[src/rtl/spi_master_ctrl_if.sv]
// Command/response bus of the SPI master controller.
// The issuer of commands uses the master modport; the controller uses the slave modport.
interface spi_master_ctrl_if;
    logic       cmd_valid;
    logic       cmd_ready;
    logic [1:0] cmd_op;
    logic [7:0] cmd_data;
    logic       rsp_valid;
    logic [7:0] rsp_data;
    logic       rsp_err;

    modport master (
        output cmd_valid, cmd_op, cmd_data,
        input  cmd_ready, rsp_valid, rsp_data, rsp_err
    );

    modport slave (
        input  cmd_valid, cmd_op, cmd_data,
        output cmd_ready, rsp_valid, rsp_data, rsp_err
    );
endinterface

[src/rtl/spi_master_ctrl.sv]
// Command-driven SPI master: one accepted command becomes one 11-bit slave frame, read-data frames return the MISO byte.
// Optional macro SPIM_SEQ_CHECK_EN rejects a read-data command issued before any read-address frame.
//
// state   | meaning
// IDLE    | cmd_ready high, waiting for a command
// START   | SS_n low, MOSI 0, slave detects select
// SHIFT   | 11 frame bits driven MSB first
// WAIT    | MISO_LAT turnaround cycles before the reply
// CAPTURE | 8 MISO samples, MSB first
// GAP     | SS_n high for GAP cycles
module spi_master_ctrl #(
    parameter int unsigned MISO_LAT = 2,
    parameter int unsigned GAP      = 2
) (
    input  logic               clk,
    input  logic               rst_n,
    spi_master_ctrl_if.slave   cmd,
    output logic               SS_n,
    output logic               MOSI,
    input  logic               MISO
);

    typedef enum logic [2:0] {
        S_IDLE, S_START, S_SHIFT, S_WAIT, S_CAPTURE, S_GAP
    } state_t;

    state_t      state, next_state;
    logic [3:0]  cnt, cnt_d;
    logic [10:0] frame_q;
    logic [1:0]  op_q;
    logic [7:0]  shreg;
    logic [7:0]  capture_byte;
    logic        ready_q, ready_d;
    logic        ss_n_q, ss_n_d;
    logic        mosi_q, mosi_d;
    logic        rsp_valid_q, rsp_valid_d;
    logic [7:0]  rsp_data_q, rsp_data_d;
    logic        accept;
    logic        reject;
    logic        done;

    assign accept = cmd.cmd_valid && ready_q;

`ifdef SPIM_SEQ_CHECK_EN
    logic rd_addr_seen;
    logic rsp_err_q;

    assign reject = accept && (cmd.cmd_op == 2'b11) && !rd_addr_seen;

    always_ff @(posedge clk or negedge rst_n) begin
        if (!rst_n) begin
            rd_addr_seen <= 1'b0;
            rsp_err_q    <= 1'b0;
        end else begin
            if (done && (op_q == 2'b10))
                rd_addr_seen <= 1'b1;
            if (rsp_valid_d)
                rsp_err_q <= reject;
        end
    end

    assign cmd.rsp_err = rsp_err_q;
`else
    assign reject      = 1'b0;
    assign cmd.rsp_err = 1'b0;
`endif

    always_ff @(posedge clk or negedge rst_n) begin
        if (!rst_n) begin
            state       <= S_IDLE;
            cnt         <= 4'd0;
            frame_q     <= 11'd0;
            op_q        <= 2'b00;
            shreg       <= 8'h00;
            ready_q     <= 1'b0;
            ss_n_q      <= 1'b1;
            mosi_q      <= 1'b0;
            rsp_valid_q <= 1'b0;
            rsp_data_q  <= 8'h00;
        end else begin
            state       <= next_state;
            cnt         <= cnt_d;
            ready_q     <= ready_d;
            ss_n_q      <= ss_n_d;
            mosi_q      <= mosi_d;
            rsp_valid_q <= rsp_valid_d;
            if (accept) begin
                frame_q <= {cmd.cmd_op[1], cmd.cmd_op, cmd.cmd_data};
                op_q    <= cmd.cmd_op;
            end else if (next_state == S_SHIFT) begin
                frame_q <= {frame_q[9:0], 1'b0};
            end
            if (state == S_CAPTURE)
                shreg <= capture_byte;
            if (rsp_valid_d)
                rsp_data_q <= rsp_data_d;
        end
    end

    // Timers are down-counters loaded with (length - 1) on state entry.
    always_comb begin
        next_state = state;
        cnt_d      = cnt;
        case (state)
            S_IDLE: begin
                if (accept && !reject)
                    next_state = S_START;
            end
            S_START: begin
                next_state = S_SHIFT;
                cnt_d      = 4'd10;
            end
            S_SHIFT: begin
                if (cnt == 4'd0) begin
                    if (op_q == 2'b11) begin
                        next_state = S_WAIT;
                        cnt_d      = 4'(MISO_LAT - 1);
                    end else begin
                        next_state = S_GAP;
                        cnt_d      = 4'(GAP - 1);
                    end
                end else begin
                    cnt_d = cnt - 4'd1;
                end
            end
            S_WAIT: begin
                if (cnt == 4'd0) begin
                    next_state = S_CAPTURE;
                    cnt_d      = 4'd7;
                end else begin
                    cnt_d = cnt - 4'd1;
                end
            end
            S_CAPTURE: begin
                if (cnt == 4'd0) begin
                    next_state = S_GAP;
                    cnt_d      = 4'(GAP - 1);
                end else begin
                    cnt_d = cnt - 4'd1;
                end
            end
            S_GAP: begin
                if (cnt == 4'd0)
                    next_state = S_IDLE;
                else
                    cnt_d = cnt - 4'd1;
            end
            default: begin
                next_state = S_IDLE;
                cnt_d      = 4'd0;
            end
        endcase
    end

    // Outputs are registered from next_state so pins change on the same edge as the state.
    always_comb begin
        ss_n_d       = (next_state == S_IDLE) || (next_state == S_GAP);
        mosi_d       = (next_state == S_SHIFT) ? frame_q[10] : 1'b0;
        ready_d      = (next_state == S_IDLE) && !accept;
        done         = (next_state == S_GAP) && (state != S_GAP);
        rsp_valid_d  = done || reject;
        capture_byte = {shreg[6:0], MISO};
        rsp_data_d   = (state == S_CAPTURE) ? capture_byte : 8'h00;
    end

    assign SS_n          = ss_n_q;
    assign MOSI          = mosi_q;
    assign cmd.cmd_ready = ready_q;
    assign cmd.rsp_valid = rsp_valid_q;
    assign cmd.rsp_data  = rsp_data_q;

endmodule

[src/flat_wrapper.sv]
// flat-port wrapper written by rule: the top's interface ports become plain ports
module spi_master_ctrl_flat 
#(
    parameter int unsigned MISO_LAT = 2,
    parameter int unsigned GAP      = 2
)
  (clk, rst_n, SS_n, MOSI, MISO, cmd_cmd_valid, cmd_cmd_op, cmd_cmd_data, cmd_cmd_ready, cmd_rsp_valid, cmd_rsp_data, cmd_rsp_err);
  spi_master_ctrl_if cmd_i ();
  input  logic clk;
  input  logic rst_n;
  output logic SS_n;
  output logic MOSI;
  input  logic MISO;
  input wire logic [$bits(cmd_i.cmd_valid)-1:0] cmd_cmd_valid;
  input wire logic [$bits(cmd_i.cmd_op)-1:0] cmd_cmd_op;
  input wire logic [$bits(cmd_i.cmd_data)-1:0] cmd_cmd_data;
  output wire logic [$bits(cmd_i.cmd_ready)-1:0] cmd_cmd_ready;
  output wire logic [$bits(cmd_i.rsp_valid)-1:0] cmd_rsp_valid;
  output wire logic [$bits(cmd_i.rsp_data)-1:0] cmd_rsp_data;
  output wire logic [$bits(cmd_i.rsp_err)-1:0] cmd_rsp_err;
  assign cmd_i.cmd_valid = cmd_cmd_valid;
  assign cmd_i.cmd_op = cmd_cmd_op;
  assign cmd_i.cmd_data = cmd_cmd_data;
  assign cmd_cmd_ready = cmd_i.cmd_ready;
  assign cmd_rsp_valid = cmd_i.rsp_valid;
  assign cmd_rsp_data = cmd_i.rsp_data;
  assign cmd_rsp_err = cmd_i.rsp_err;
  spi_master_ctrl #(.MISO_LAT(MISO_LAT), .GAP(GAP)) u_core (.clk(clk), .rst_n(rst_n), .cmd(cmd_i), .SS_n(SS_n), .MOSI(MOSI), .MISO(MISO));
endmodule
[config.mk]
export PLATFORM = sky130hd
export DESIGN_NAME = spi_master_ctrl_flat
export DESIGN_NICKNAME = d
export VERILOG_FILES = /design/src/rtl/spi_master_ctrl_if.sv /design/src/rtl/spi_master_ctrl.sv /design/src/flat_wrapper.sv
export SDC_FILE = /design/constraint.sdc
export NUM_CORES = 1
export LEC_CHECK = 0
export BUFFER_PORTS_ARGS = -buffer_cell sky130_fd_sc_hd__buf_4
export CORE_MARGIN = 10
export CORE_UTILIZATION = 50
export CTS_BUF_LIST = sky130_fd_sc_hd__clkbuf_16
export DETAILED_ROUTE_END_ITERATION = 16
export PLACE_DENSITY = 0.8
export SYNTH_ARGS = -nofsm -noshare
export SYNTH_HDL_FRONTEND = slang
export SYNTH_SLANG_ARGS = --single-unit
[constraint.sdc]
create_clock -name clk -period 3.3 [get_ports clk]
set_input_delay 0.33 -clock clk [delete_from_list [all_inputs] [get_ports clk]]
set_output_delay 0.33 -clock clk [all_outputs]
set_load 0.03 [all_outputs]
; Word level (Yosys, flattened, before mapping)
; Index checks and enable logic that the tools add are counted.
[totals]
ff_bits = 39
in_bits = 14
[op_classes]
add_sub_neg = 1
n_eq_ne = 10
muxes = 15
n_bitwise = 1
reduce_logical = 11
[op_table]
columns = cell, n
row1 = $mux 11, 2
row2 = $pmux 4 s5, 1
row3 = $mux 3, 6
row4 = $pmux 3 s6, 1
row5 = $mux 4, 3
row6 = $eq 3x2->1 const B, 3
row7 = $eq 3x3->1 const B, 3
row8 = $mux 8, 1
row9 = $logic_not 3->1, 2
row10 = $logic_not 4->1, 1
row11 = $sub 4x1->4 const B, 1
row12 = $eq 3x1->1 const B, 1
row13 = $logic_and 1x1->1, 3
row14 = $ne 3x3->1 const B, 1
row15 = $eq 2x2->1 const B, 1
row16 = $ne 2x2->1 const B, 1
row17 = $reduce_and 2->1, 1
row18 = $reduce_bool 2->1, 1
row19 = $reduce_or 2->1, 1
row20 = $logic_not 1->1, 1
row21 = $logic_or 1x1->1, 1
row22 = $mux 1, 1
row23 = $not 1->1, 1

; Longest topological paths before layout
[logic_depth]
word_depth = 7
mapped_depth = 7

; Least setup slack after synthesis
; Ideal clock, no wire load.
[synth_timing]
kind = reg2reg
from = register u_core.cnt[0]
to = register u_core.frame_q[8]
arrival_time_ns = 1.721
t_required_ns = 3.180
setup_slack_ns = 1.459
path_stages_with_launch = 8
n_path_buf = 1
synth_period_minus_slack_ns = 1.841
cell_sequence = dfrtp_1 inv_1 ha_1 or3b_1 buf_6 nand2_1 mux2_1 a31o_1
[synth_between]
elab_chain_cells = 5
word_cells_on_any_way = 8
[synth_lines]
columns = element, line_no
row1 = "start, declared", spi_master_ctrl.sv:28  ; logic [3:0] cnt, cnt_d;
row2 = "start signal, assigned", spi_master_ctrl.sv:82  ; cnt <= cnt_d;
row3 = $logic_not 4->1 (*), --
row4 = "$mux 3, on equally long branches", --
row5 = $pmux 3 s6 (*), spi_master_ctrl.sv:104  ; case (state)
row6 = $eq 3x2->1 (*), spi_master_ctrl.sv:90  ; end else if (next_state == S_SHIFT) begin
row7 = $reduce_bool 2->1 (no source line) (*), --
row8 = "end signal, assigned", spi_master_ctrl.sv:88  ; frame_q <= {cmd.cmd_op[1], cmd.cmd_op, cmd.cmd_data};
row9 = "end signal, assigned", spi_master_ctrl.sv:91  ; frame_q <= {frame_q[9:0], 1'b0};
row10 = "end, declared", spi_master_ctrl.sv:29  ; logic [10:0] frame_q;
; Mark *: on every way between the ends. The rest lies on a longest branch, timed or not.
; A chain may end at the register's enable or synchronous reset.

; Final worst setup path
; Ends and elaborated chain as after synthesis.

==> impl_metrics.env <==
export IMPL_final_cell_mix="38 x dfrtp_1, 27 x buf_4, 24 x nand2_1"
export IMPL_cts_buffer_depth=2
export IMPL_multiInputGateArea_um2=972
export IMPL_clock_latency_ps=280
export IMPL_cp_end_kind="flip-flop"
export IMPL_synthArstFlopShare=1.00
export IMPL_firstDrtPassIters=4
export IMPL_grt_pass1_vias=1620
export IMPL_max_vdd_ir_drop_v=0.000626
export IMPL_layout_commonest_cell="dfrtp_1"
export IMPL_drive_gt1_frac=0.215
export IMPL_cts_setup_buffers=0
export IMPL_start_kind="flip-flop"
export IMPL_drv_slew=0
export IMPL_clk_pin_slew_ps=50
export IMPL_num_antenna_cells=0
export IMPL_final_setup_viol_count=0
export IMPL_crit_path_start="u_core.cnt[0]"
export IMPL_rows=23
export IMPL_slowest_delay_ps=600
export IMPL_synth_nets=229
export IMPL_synth_edf_count=0
export IMPL_worst_slew_pin_slew_ps=1120
export IMPL_slew_headroom=0.251
export IMPL_path_cells="inv_1 > ha_1 > or3b_1 > nand2_1 > mux2_1 > a31o_1"
export IMPL_grt_pass1_wl_um=7770
export IMPL_worstPathRequired_ps=3470
export IMPL_cp_slowest_cell="or3b_1"
export IMPL_maxCapViolCount=0
export IMPL_r2r_end="u_core.frame_q[8]"
export IMPL_r2r_start="u_core.cnt[0]"
export IMPL_ys_types=49
export IMPL_skew_ps=4.48
export IMPL_cp_top_family="simple AND/OR/NAND/NOR gates"
export IMPL_ant_nets=0
export IMPL_drc_errors=0
export IMPL_synth_cells=214
export IMPL_arrival_ps=2280
export IMPL_grt_max_degree=40
export IMPL_wire_per_inst_um=15.8
export IMPL_synth_top_area_frac=0.457
export IMPL_finalCriticalPeriod_ps=2120
export IMPL_reg2reg_depth=6
export IMPL_crit_cells=6
export IMPL_nFillCells=319
export IMPL_vias=1657
export IMPL_grt_use_total=0.127
export IMPL_regArea_um2=977
export IMPL_ys_seq_area_frac=0.470
export IMPL_status="finished clean"
export IMPL_rrSetupSlack_ps=1180
export IMPL_hp_class="in -> async"
export IMPL_finish_utilization=0.599
export IMPL_avgSynthCellArea_um2=9.72
export IMPL_powerDensity_mw_per_mm2=1000
export IMPL_yosysTopAreaCell="dfrtp_1"
export IMPL_die_x_um=84.5
export IMPL_htreeDepth=2
export IMPL_io_buffers=25
export IMPL_drt_wl_total_um=4470
export IMPL_ys_ff_latch=39
export IMPL_synth_area_mm2=0.00208
export IMPL_cts_root_buf="clkbuf_16"
export IMPL_cts_tree="yes"
export IMPL_yosys_most_used_dff="dfrtp_1"
export IMPL_fin_crit_sh=0.641
export IMPL_post_cts_resized=0
export IMPL_die_h_um=84.5
export IMPL_leakage_uw=0.00109
export IMPL_cts_hold_buf=0
export IMPL_pin_count=27
export IMPL_critPathKind="reg -> reg"
export IMPL_initial_utilization=0.520
export IMPL_yosysWarnings=0
export IMPL_synth_area_top_cells="dfrtp_1 46%, nand2_1 4.3%, mux2_2 3.8%, a21oi_1 3.4%, o221ai_1 3.4%"
export IMPL_antenna_found_initial=0
export IMPL_finalNonFillerCells=283
export IMPL_hold_viol_final=0
export IMPL_overflow=0
export IMPL_drt_iter0_drc=208
export IMPL_cts_sinks=39
export IMPL_synthToLayoutAreaGrowth_pct=15.3
export IMPL_cts_buffers=5
export IMPL_gp_congestion=0.825
export IMPL_dp_hpwl_um=2950
export IMPL_endpoint="u_core.frame_q[8]"
export IMPL_grt_setup_unrepaired="no"
export IMPL_crit_fanout=8
export IMPL_die_area_mm2=0.00714
export IMPL_critPathBufInv=1
export IMPL_fin_nets=247
export IMPL_fmax_ghz=0.473
export IMPL_vias_per_cell=5.86
export IMPL_tns_ps=0
export IMPL_post_place_cells=275
export IMPL_core_region_area_mm2=0.00400
==> final cells by class <==
type,instances,area share
Multi-Input combinational cell,148,0.406
Clock buffer,5,0.0522
Clock inverter,3,0.00678
Timing Repair Buffer,27,0.0846
Sequential cell,39,0.408
Inverter,11,0.0172
Tap cell,50,0.0261
==> worst reg2reg max path, stage by stage, from the launching register on <==
cell and delay [ps]:
dfrtp_1 400, inv_1 90, ha_1 230, or3b_1 600
nand2_1 150, mux2_1 320, a31o_1 210
==> stage by stage <==
step	cell area, um2	hold WS (ps)	setup slack, ps	total power, uW
detailed placement	2260	324	1190	1950
floorplan	2080	34.4	1460	1710
global placement	2260	324	1280	1910
CTS	2400	27.4	1190	2410
finish	2400	6.98	1180	2400
global route	2400	49.6	1060	2580
==> sequential cells by signal (all words and copies together), names as in the netlist <==
name	cells
u_core.frame_q	11
u_core.cmd.rsp_data	8
u_core.shreg	7
u_core.cnt	4
u_core.state	3
u_core.op_q	2
u_core.MOSI	1
u_core.SS_n	1
u_core.cmd.cmd_ready	1
u_core.cmd.rsp_valid	1
==> logic make-up after synthesis <==
logic type               Yosys count  share of synthesized area
adder cells (fa/ha/maj)            1                    0.00602
AO/OA/AOI/OAI                     67                      0.228
flip-flops                        39                      0.470
multiplexers                      11                     0.0578
AND/OR/NAND/NOR                   68                      0.174
buffers and inverters             27                     0.0626
other                              1                    0.00180
==> worst min-delay path by stage <==
stage	from	endpoint	slack, ps	depth (start not counted)
after floorplan	rst_n	u_core.MOSI	30	0
after global placement	rst_n	u_core.frame_q[5]	320	1
after detailed placement	rst_n	u_core.frame_q[2]	320	1
after CTS	rst_n	u_core.frame_q[2]	30	1
after global routing	rst_n	u_core.frame_q[2]	50	1
final	rst_n	u_core.frame_q[6]	7	1
==> Yosys cell counts (5+ instances only) <==
master     n
a21oi_1   14
a22o_1     7
a22oi_1    6
buf_2      8
dfrtp_1   38
inv_1     11
mux2_2     7
nand2_1   24
nor2_1    18
o21ai_0    5
o21ai_1    8
o221ai_1   8
==> metal layers <==
layer  up-vias  share of wire  GRT usage
met5         -              0          0
met4         0          0.016     0.0599
met3         6          0.054     0.0338
met2        59           0.47      0.186
met1       779           0.46      0.170
li1        813              -          -
==> report_power, final <==
part | internal, uW | switching [uW] | leakage, uW | total [uW]
combinational | 464 | 607 | 0.000526 | 1070
clock | 275 | 173 | 0.0000710 | 448
sequential | 670 | 213 | 0.000497 | 883
total | 1410 | 993 | 0.00109 | 2400
(Power assumes the default switching activity.)
